===== src/rtl/solver_readout.sv =====
// solver_readout: scans every solver result RAM through the shared read port
// (solver-major, address-minor), colour-maps each signed byte to RGB332 and
// streams the pixels out over valid/ready. A 2-entry output FIFO plus a
// one-read-in-flight credit absorbs RAM latency and sink backpressure.
module solver_readout #(
    parameter int NUM_SOLVERS      = 1,
    parameter int WORDS_PER_SOLVER = 1024
) (
    input  logic              clock,
    input  logic              reset,
    input  logic              start,
    output logic [5:0]        rd_solver_id,
    output logic [9:0]        rd_addr,
    output logic              rd_en,
    input  logic signed [7:0] rd_data_in,
    output logic              pix_valid,
    input  logic              pix_ready,
    output logic [7:0]        pix_data,
    output logic              pix_last,
    output logic              busy,
    output logic              done
);

    localparam logic [5:0] ID_LAST   = 6'(NUM_SOLVERS - 1);
    localparam logic [9:0] ADDR_LAST = 10'(WORDS_PER_SOLVER - 1);

    typedef enum logic [1:0] {IDLE, READ, DRAIN, DONE} state_t;

    state_t          state_q, state_d;
    logic [5:0]      id_q, id_d;
    logic [9:0]      addr_q, addr_d;
    logic            inflight_q, inflight_d;
    logic            inflight_last_q, inflight_last_d;
    logic [1:0][8:0] fifo_q, fifo_d;     // entry = {colour, last}
    logic            wptr_q, wptr_d;
    logic            rptr_q, rptr_d;
    logic [1:0]      occ_q, occ_d;

    logic            push, pop, final_addr, credit_ok;
    logic [1:0]      occ_after_pop;

    // Negative values are points inside the set and render black.
    function automatic logic [7:0] colour_map(input logic [7:0] v);
        if (v[7]) return 8'h00;
        return {v[2:0], v[5:3], v[6], v[0]};
    endfunction

    // Handshake, credit and read-issue decode. A pop in the same cycle frees
    // a slot, which is what keeps one pixel per cycle with ready held high.
    always_comb begin
        pix_valid     = (occ_q != 2'd0);
        pix_data      = fifo_q[rptr_q][8:1];
        pix_last      = fifo_q[rptr_q][0];
        pop           = pix_valid && pix_ready;
        push          = inflight_q;
        occ_after_pop = occ_q - {1'b0, pop};
        credit_ok     = (occ_after_pop + {1'b0, inflight_q}) < 2'd2;
        final_addr    = (id_q == ID_LAST) && (addr_q == ADDR_LAST);
        rd_en         = (state_q == READ) && credit_ok;
        rd_solver_id  = id_q;
        rd_addr       = addr_q;
        busy          = (state_q != IDLE);
        done          = (state_q == DONE);
    end

    // Read address walk and in-flight tracking.
    always_comb begin
        id_d            = id_q;
        addr_d          = addr_q;
        inflight_d      = rd_en;
        inflight_last_d = rd_en && final_addr;
        if (state_q == IDLE && start) begin
            id_d   = '0;
            addr_d = '0;
        end else if (rd_en) begin
            if (addr_q == ADDR_LAST) begin
                addr_d = '0;
                id_d   = id_q + 6'd1;
            end else begin
                addr_d = addr_q + 10'd1;
            end
        end
    end

    // Output FIFO: returning read data is always captured, stall or not.
    always_comb begin
        fifo_d = fifo_q;
        if (push) fifo_d[wptr_q] = {colour_map(rd_data_in), inflight_last_q};
        wptr_d = wptr_q ^ push;
        rptr_d = rptr_q ^ pop;
        occ_d  = occ_q + {1'b0, push} - {1'b0, pop};
    end

    // Frame sequencing.
    always_comb begin
        state_d = state_q;
        case (state_q)
            IDLE:    if (start) state_d = READ;
            READ:    if (rd_en && final_addr) state_d = DRAIN;
            DRAIN:   if (occ_d == 2'd0 && !inflight_q) state_d = DONE;
            DONE:    state_d = IDLE;
            default: state_d = IDLE;
        endcase
    end

    // State registers with synchronous reset; reset drops buffered and in-flight data.
    always_ff @(posedge clock) begin
        if (reset) begin
            state_q         <= IDLE;
            id_q            <= '0;
            addr_q          <= '0;
            inflight_q      <= 1'b0;
            inflight_last_q <= 1'b0;
            fifo_q          <= '0;
            wptr_q          <= 1'b0;
            rptr_q          <= 1'b0;
            occ_q           <= '0;
        end else begin
            state_q         <= state_d;
            id_q            <= id_d;
            addr_q          <= addr_d;
            inflight_q      <= inflight_d;
            inflight_last_q <= inflight_last_d;
            fifo_q          <= fifo_d;
            wptr_q          <= wptr_d;
            rptr_q          <= rptr_d;
            occ_q           <= occ_d;
        end
    end

endmodule

===== config.mk =====
export PLATFORM = sky130hd
export DESIGN_NAME = solver_readout
export DESIGN_NICKNAME = d
export VERILOG_FILES = /design/src/rtl/solver_readout.sv
export SDC_FILE = /design/constraint.sdc
export NUM_CORES = 1
export LEC_CHECK = 0
export CORE_UTILIZATION = 52
export DETAILED_ROUTE_END_ITERATION = 12
export DONT_BUFFER_PORTS = 1
export HOLD_SLACK_MARGIN = 0.03
export PLACE_DENSITY_LB_ADDON = 0.08
export SLEW_MARGIN = 20
export SYNTH_ARGS = -nofsm -noshare
export SYNTH_HDL_FRONTEND = slang
export SYNTH_SLANG_ARGS = --single-unit
export TNS_END_PERCENT = 50

===== constraint.sdc =====
create_clock -name clock -period 6.45 [get_ports clock]
set_input_delay 0.3225 -clock clock [delete_from_list [all_inputs] [get_ports clock]]
set_output_delay 0.3225 -clock clock [all_outputs]
set_load 0.03 [all_outputs]

# Word-level counts from Yosys, hierarchy flattened
# Cells that the tools add are included.
[totals]
reg_bits = 42
latch_bits = 0
mem_bits_rw = 0
rom_bits = 0
input_bits = 12
output_inout_bits = 29
wordCells = 60
memories = 0
[op_classes]
add_sub_neg = 6
multipliers = 0
n_div = 0
magnitude_cmp = 4
eq_ne = 7
n_shift = 0
mux = 15
bitwise = 2
reduce_logical = 16
[ops]
columns = ["op", "n"]
rows = [
  ["9-bit two-way mux", 3],
  ["8-bit two-way mux", 3],
  ["18-bit bitwise mux", 1],
  ["10-bit by 1-bit adder with 10-bit output (second input constant)", 1],
  ["10-bit == test (second input constant)", 1],
  ["10-bit two-way mux", 1],
  ["9-bit demux with 1-bit select", 1],
  ["2-bit case mux with 4 select lines", 1],
  ["1-bit logical AND", 7],
  ["6-bit by 1-bit adder with 6-bit output (second input constant)", 1],
  ["6-bit logical NOT", 1],
  ["2-bit two-way mux", 3],
  ["2-bit != test (second input constant)", 3],
  ["2-bit by 1-bit adder with 2-bit output", 2],
  ["2-bit == test (second input constant)", 2],
  ["2-bit logical NOT", 2],
  ["1-bit by 2-bit < comparator with 1-bit output (second input constant)", 2],
  ["2-bit nonzero test", 2],
  ["2-bit by 1-bit subtractor with 2-bit output", 2],
  ["3-bit AND reduction", 1],
  ["2-bit by 1-bit == test with 1-bit output (second input constant)", 1],
  ["2-bit < comparator (second input constant)", 1],
  ["1-bit two-way mux", 2],
  ["2-bit AND reduction", 1],
  ["other kinds (4)", 5],
]

# Logic depth before layout (Yosys ltp)
# Gate-level depths: netlist of the first run.
[depth]
ltp_word = 9
depth_mapped = 11
ltp_nobuf = 10

# Worst setup path after synthesis of the first run
# Ideal clock, no wire load.
[synth_path]
path_type = "register -> register"
start = "register occ_q[0]"
end = "register id_q[5], in the netlist rd_solver_id[5]"
setup_ns = 0.117
t_arrival_ns = 2.293
required_time_ns = 6.333
slack_ns = 4.041
stages_incl_launch_ff = 12
path_buffers = 1
synth_period_minus_slack_ns = 2.409
path_cell_list = "dfxtp_1 > or2_2 > and2_1 > ha_1 > inv_1 > ha_1 > xnor3_2 > nand3_2 > buf_6 > nor4_4 > xnor2_1 > nor2_1"
[synth_via]
elab_chain_len = 7
[synth_lines]
columns = ["item", "line_no", "rtl"]
rows = [
  ["from (decl)", "37", "logic [1:0] occ_q, occ_d;"],
  ["from (signal assigned)", "117", "occ_q <= '0;"],
  ["from (signal assigned)", "127", "occ_q <= occ_d;"],
  ["2-bit nonzero test", "51", "pix_valid = (occ_q != 2'd0);"],
  ["net pix_valid", "16", "output logic pix_valid,"],
  ["1-bit logical AND", "54", "pop = pix_valid && pix_ready;"],
  ["2-bit by 1-bit subtractor with 2-bit output", "56", "occ_after_pop = occ_q - {1'b0, pop};"],
  ["2-bit by 1-bit adder with 2-bit output", "57", "credit_ok = (occ_after_pop + {1'b0, inflight_q}) < 2'd2;"],
  ["2-bit < comparator", "57", ""],
  ["1-bit logical AND", "59", "rd_en = (state_q == READ) && credit_ok;"],
  ["2-bit AND reduction (no line)", "--", ""],
  ["to (signal assigned)", "120", "id_q <= id_d;"],
  ["to (decl)", "30", "logic [5:0] id_q, id_d;"],
]
# The timed path passes the listed nets, and every way through them passes these cells.
# A chain may end at the register's enable or synchronous reset.

# Final worst setup path of the first run
[layout_path]
start = "register occ_q[0]"
end = "output rd_en"
[layout_via]
elab_chain_len = 6
[layout_lines]
columns = ["item", "line_no", "rtl"]
rows = [
  ["2-bit nonzero test", "51", ""],
  ["net pix_valid", "16", ""],
  ["1-bit logical AND", "54", ""],
  ["2-bit by 1-bit subtractor with 2-bit output", "56", ""],
  ["2-bit by 1-bit adder with 2-bit output", "57", ""],
  ["2-bit < comparator", "57", ""],
  ["1-bit logical AND", "59", ""],
  ["to (decl)", "14", "output logic rd_en,"],
]
# The timed path passes the listed nets, and every way through them passes these cells.

==> summary by stage, run 1 <==
STA
The final sum of negative setup slack is 0 ns. The top achievable clock speed is 0.374 GHz. Setup slack on the critical path of the routed design comes to approximately 3.8 ns. The smallest clock period supported by the final layout is computed as 2.67 ns. In the finished design, the share of the clock period the worst path needs comes to 41.4%. The number of max-slew violations in the final report is 0.

Setup violations remaining at the end of the flow were counted as 0. The final clock skew is 0.00493 ns. The worst pin sits at a relative slew slack of 65.3%. The worst-margin pin slew is 0.521 ns.

Setup repair after global routing left no endpoint under its margin. The number of failing hold endpoints at the final stage is 0.

Global routing
Entering global routing, the biggest net connects 28 pins. The via count of the first global-routing pass is around 1400. The global-route congestion overflow total is 0. The number of antenna violations at the first check in global routing is 0. In the global route stage, overall resource usage came out at about a fifth. The first global-routing pass estimated slightly above 6000 um of wire.

Power and ir drop
The final total power is 0.714 mW. The standby leakage power is 0.825 nW. IR analysis of the VDD net gives a maximum drop of between 0.15 and 0.2 mV. Power spread over the standard cell area amounts to 342 nW/um^2.

Place
The number of placed instances, taps included, is 239. The detailed-placement wirelength estimate is 2560 um. In this run the tool buffered the top-level ports with 0 buffer cells. Before CTS, the worst setup slack after placement is 3.80 ns.

The congestion estimate from routability-driven global placement came to 0.693.

Route
The detail-routed via count per cell is 5.26. The remaining number of nets flagged by the antenna check after routing is 0. In the routed design, unresolved DRC markers number 0.

After the first detailed-routing iteration, the DRC count stood at 39. Detailed routing inserted a total of around 1300 vias. The routed design has 3460 um of wire.

The average routed wire per standard cell is 14.0 um. The number of detailed-routing iterations run before antenna repair is 4.

Layout
The storage element area is 801 um^2. The growth of design area from synthesis to finish is 6.51%. The share of layout cells above drive strength 1 is 12.9%.

Summing all multi-input logic gate instances after layout gives 1070 um^2. The count of inserted antenna diode cells is 0. In the final design database the tool counted 224 nets. Excluding fillers, the count of instances in the completed layout stands at 247. Counting the fill cells in the layout gives 312.

Yosys
In the post-synthesis netlist, the biggest area contributors are dfxtp_1 (41%), mux2i_1 (9.2%), ha_1 (7.7%). The flip-flop cell with the highest count after synthesis is dfxtp_1. The number of register bits inferred by synthesis is 40.

The number of nets handed over by synthesis was between 200 and 250. The post-synthesis cell type with the largest combined area is dfxtp_1. The area fraction of the dominant cell type after synthesis is around 40%. The netlist area before placement is a little under 2000 um^2. The mean instance size in the synthesized netlist is roughly 9.7 um^2.

The count of synthesis-stage warnings from yosys is 0. In the post-synthesis netlist, the cell with the most instances is dfxtp_1. Summing the sequential cell areas from Yosys gives 40.8% of the chip area. By count the netlist is led by dfxtp_1 (40), nor2_1 (35), mux2i_1 (18), ha_1 (12), nand2_1 (12). The proportion of register bits with asynchronous set or reset after synthesis is 0%. The number of different library cells used by synthesis comes to 39. Synthesis handed over a netlist of 203 instances. Yosys mapped a number of flops with a built-in enable equal to 0.

Setup path
The critical path startpoint category is a flip-flop. The peak per-stage delay on the critical path is between 0.3 and 0.4 ns. The launch point of the critical path is occ_q[0]. The worst setup path is of the reg2out kind. Along the worst path, the maximum fanout reaches 4. Data on the critical path is required at its endpoint by 6.13 ns. The cell with the largest stage delay on the worst path is or2_2. The element type at the critical path end is an output pin. The startpoint of the most critical register-to-register path is occ_q[0].

The endpoint identified for the worst register-to-register timing path is rd_addr[6]. Measured in cells, the most critical reg-to-reg path has a length of 10. Setup slack on the worst reg-to-reg path comes out at roughly 3.8 ns. The critical path goes through or2_2 -> and2_1 -> ha_1 -> inv_1 -> ha_1 -> xnor3_2 -> nand2_1 -> inv_1. The arrival time at the worst endpoint is approximately 2.4 ns.

Min path
The worst hold path belongs to the class in2reg. The startpoint of the lowest-slack hold path is reset. Along the worst hold path, the cell count comes to 1. For hold timing, the worst endpoint is occ_q[0].

Run
The tool flagged a number of max-cap violations equal to 0.

Clocking
The post-CTS repair timing setup buffer count is 0. TritonCTS built the clock tree. The later pin in the worst-skew pair is clocked with a latency of a little under 0.3 ns. The TritonCTS buffer count is 5. After clock tree synthesis, the clock-pin slew on the worst setup and hold paths is 0.07 ns.

CTS built an H-tree with a depth of 2. Clock tree synthesis selected as its root buffer the cell clkbuf_8. The number of hold buffers added after CTS was 0. The buffer depth of the longest clock path is 2.

The number of gates resized after cts is 0. The clock net sink count is 40.

Floorplanning
The die is 63.4 um wide. The initial standard-cell utilization of the core is 56.5%. The area of the core is around 3500 um^2. The number of standard-cell rows in the floorplan is 21.

The die extent in y is 63.4 um. The count of boundary I/O pins is slightly above 40. The floorplan step defined a die boundary enclosing 4020 um^2.

Run status
The run finished with clean final reports.
[logic make-up after synthesis]
group | count (synthesis) | synth area share, %
buffers and inverters | 21 | 4.72
adders and majority gates | 12 | 7.66
xor gates and xnor gates | 16 | 8.87
AOI/OAI and AO/OA | 9 | 3.00
DFF | 40 | 40.8
muxes | 26 | 13.8
and+or+nand+nor | 79 | 21.1
[power by group]
group | internal (mW) | switching, mW | total, mW
registers | 0.270 | 0.0285 | 0.298
clock network | 0.126 | 0.0852 | 0.212
logic | 0.0876 | 0.116 | 0.204
[critical path: cells and delay by family, from the launching register on]
kind          cells  cell delay (ns)
flops             1             0.31
buf+inv           2             0.30
simple gates      3             0.73
fa+ha+maj         2             0.46
xor+xnor          1             0.26
[sequential cells by signal (all words and copies together), names as in the netlist, 2 cells and up]
name and flops:
fifo_q 16, state_q 2, rd_addr 10, occ_q 2
rd_solver_id 6
[stage by stage]
stage,instance area [um^2],util (%),hold slack [ns]
floorplan,1960,-,0.454
global placement,1970,56.7,0.392
detailed placement,1970,56.7,0.395
CTS,2090,60.2,0.0885
global route,2090,60.2,0.0840
finish,2090,60.2,0.0959
[final cells by class]
| type | count | share of cell area [%] |
|---|---|---|
| Sequential cell | 40 | 38.3 |
| Clock buffer | 6 | 3.95 |
| Multi-Input combinational cell | 142 | 51.1 |
| Inverter | 11 | 1.98 |
| Tap cell | 46 | 2.76 |
| Clock inverter | 2 | 1.86 |
[per-layer routing]
metal,global-route usage (%),part of all wire [%]
met1,20.2,43
met2,37.2,51
met3,5.62,4.3
met4,6.82,1.6
met5,0,0
[layout by cell type, fill, tap and decap left out, drive strengths merged]
cell and count:
inv 11, nor3 5, and2 1, o31ai 1, o21ai 2, clkbuf 6, o221a 1, dfxtp 40
o21bai 1, and3 2, xor2 5, clkinv 1, nor2b 8, nand3 3, or2 2, nor4 3
ha 12, and4 1, xor3 1, xnor2 9, nor2 35, nand2 12, or3 1, a21o 1
mux2 8, bufinv 1, a21oi 3, xnor3 1, mux2i 18, nand4 2, and3b 1, nand2b 3
[worst max path at each step]
stage	slack [ns]	endpoint	cells after the start
2_1_floorplan	4.04	rd_solver_id[5]	11
3_3_place_gp	3.85	rd_addr[9]	10
3_5_place_dp	3.80	rd_addr[9]	10
4_1_cts	3.76	rd_en	8
5_1_grt	3.62	rd_addr[6]	10
6_report	3.78	rd_en	8
(Power assumes the default switching activity.)
==> run 2, diff against run 1 <==
- clock period: 6.45 -> 2.3 ns (I/O delays scaled with it)
==> run 2 against run 1 <==
  * Power rose to 3.2 times the previous value
  * Clock skew barely moved
  * Setup slack got worse by 3.7 ns
  * Cell area rose by 10%
  * Combinational power rose to 4.0 times the previous value
  * Via count rose by 6.8%
==> summary by stage, run 2 (synthesis results as in run 1) <==
Run status
The run finished with clean final reports.

Setup path
The critical path startpoint category is a flip-flop. The element type at the critical path end is an output pin. The number of cells on the worst reg-to-reg path is 10 (unchanged). The largest driver fanout on the critical path was 4 (unchanged).

The required time reported for the critical path endpoint came to 2.18 ns (-3.95 ns). The arrival time at the worst endpoint was 2.14 ns (-0.21 ns). The path type of the worst setup path is reg2out.

Place
The routability-driven placement congestion ratio is 0.736 (+6.2%). The count of input and output buffers is 0 (unchanged). The detailed-placement wirelength estimate is 2680 um (+4.8%). The number of placed instances with taps included is 253 (+5.9%).

STA
The number of max-slew violations in the final report is 0 (unchanged). The final count of negative-setup-slack endpoints is 0 (unchanged). The worst-margin pin slew came to 0.856 ns (+0.335 ns). The relative max-transition margin is 42.8% (-23 points). The final critical path takes up 98.1% of the cycle. The top achievable clock speed is roughly 0.44 GHz. Setup repair after global routing could not meet its margin everywhere. The number of failing hold endpoints at the final stage is 0 (unchanged).

The final clock skew came to 0.00499 ns (+0.0000686 ns). The post-layout minimum cycle time is 2.26 ns.

Global routing
The aggregate global-route resource usage is 19.9% (+0.21 points). The number of antenna violations at the first check in global routing is 0 (unchanged). The wire length of the first global-routing pass was 6150 um (about the same). The met1 capacity usage during global routing is 20.7% (+0.49 points). The global-route congestion overflow total is 0 (unchanged). The met2 track demand over resource in global routing is 36.0% (-1.2 points). The global routing stage identified its most utilized layer as met2.

The met3 usage in global routing is 5.80% (+0.18 points). The via count of the first global-routing pass came to 1437 (+4.4%). The largest net degree at the start of global routing is 26 (-7.1%).

Floorplanning
The count of boundary I/O pins came to 41 (unchanged). The floorplan die area came to 4020 um^2 (unchanged). The initial standard-cell utilization of the core is 56.5% (unchanged).

The die extent in y is 63.4 um (unchanged). The number of standard-cell rows in the floorplan is 21 (unchanged). The horizontal die dimension came to 63.4 um (unchanged).

The area of the core was 3470 um^2 (unchanged).

Layout
The top cell types in the final layout, fill and taps aside, are dfxtp_1 (39), nor2_1 (34), mux2i_1 (18), buf_4 (15). Relative to the synthesized area, the layout overhead comes to 17.5%. The count of inserted antenna diode cells is 0 (unchanged). Leaving out fill and tap cells, the most frequent cell in the layout is dfxtp_1. The number of nets in the layout is 240 (+7.1%).

The flip-flop count of the largest register, all copies and words added is 16 (unchanged). The share of layout cells above drive strength 1 came to 24.0% (+11 points). The top register by number of flip-flops is fifo_q. The final cell count without fillers came to 263 (+6.5%). The core occupancy in the finished layout came to 66.4% (+6.2 points). The count of filler cells inserted in the layout came to 283 (-9.3%).

Route
The remaining number of nets flagged by the antenna check after routing is 0 (unchanged). The routed wire length is 3800 um (+9.6%). The number of detailed-routing iterations run before antenna repair came to 4 (unchanged). The detail-routed via count per cell was 5.27 (+0.28%). The post-detailed-route DRC marker count came to 0 (unchanged).

The number of DRC markers after the initial detailed-route iteration is 54 (+38%). The average routed wire per standard cell is 14.4 um (+2.9%). The detailed-route via count is 1386 (+6.8%).

Clocking
The TritonCTS buffer count is 5 (unchanged). The clock-pin transition on the worst setup and hold timing paths is 0.07 ns (about the same). The buffer depth of the longest clock path came to 2 (unchanged). The number of H-tree branching levels is 2 (unchanged).

The CTS tree is built. The tree is rooted in a clkbuf_8. The clock net sink count came to 40 (unchanged). The insertion delay of the later-clocked pin in the worst-skew pair is 0.29 ns (about the same).

Power and ir drop
The standby leakage power is 0.919 nW (+11%). The worst IR drop on VDD is 0.705 mV (+270%). The power density over the cells was 980 nW/um^2 (+190%).

Min path
The number of instances on the worst hold path is 2 (+1). The path class of the tightest hold or removal check is in2reg.

Run
The number of max-cap violations is 0 (unchanged).
## run 2: per-stage QoR
stage	hold slack, ns	area, um^2	setup TNS, ns	setup WS, ns	total power [mW]
6_report	0.0340	2300	0	0.0445	2.26
5_1_grt	0.0401	2300	-0.247	-0.0607	2.38
4_1_cts	0.0313	2230	-0.0877	-0.0409	2.15
3_5_place_dp	0.192	2080	-0.675	-0.104	1.50
3_3_place_gp	0.185	2080	-0.0731	-0.0261	1.48
2_1_floorplan	0.358	1970	0	0.00422	1.37
## run 2: final cells by class
type	instances	area, um^2	share of cell area [%]
clock inverter	1	30.0	1.30
clock buffer	7	96.3	4.18
timing repair buffer	16	123	5.32
multi-input combinational	142	1150	50.1
sequential	40	802	34.8
inverter	11	41.3	1.79
tap	46	57.6	2.50
## run 2: per-layer routing
layer	vias up	share of wire [%]	wire, um
met5	-	0	0
met4	0	1.6	60
met3	7	5.3	200
met2	37	53	2010
met1	654	40	1520
li1	688	-	-
## run 2: final timing paths
check                    end  slack, ns  startpoint
min reg2reg       fifo_q[12]       0.49  fifo_q[12]
max                    rd_en       0.04    occ_q[1]
min               state_q[0]       0.03       reset
max reg2reg  rd_solver_id[2]       0.06    occ_q[1]
## run 2: report_power, final
group | internal [mW] | switching (mW)
clock network | 0.383 | 0.236
logic | 0.373 | 0.440
registers | 0.757 | 0.0688
## run 2: critical path, stage by stage (launching register included)
cell	delay [ns]
dfxtp_2	0.33
or2_4	0.24
and2_4	0.17
ha_4	0.26
inv_2	0.03
ha_4	0.15
xnor3_2	0.29
nand2_2	0.14
inv_1	0.07
buf_4	0.17
## run 2: what timing repair did
action / in CTS / in global routing
gates resized for setup: 4 / 13
hold buffers: 1 / 0
hold endpoints to repair: 24 / 0
setup endpoints to repair: 18 / 18
buffers inserted: 0 / 1
pin swaps: 3 / 4
cloned: 0 / 0
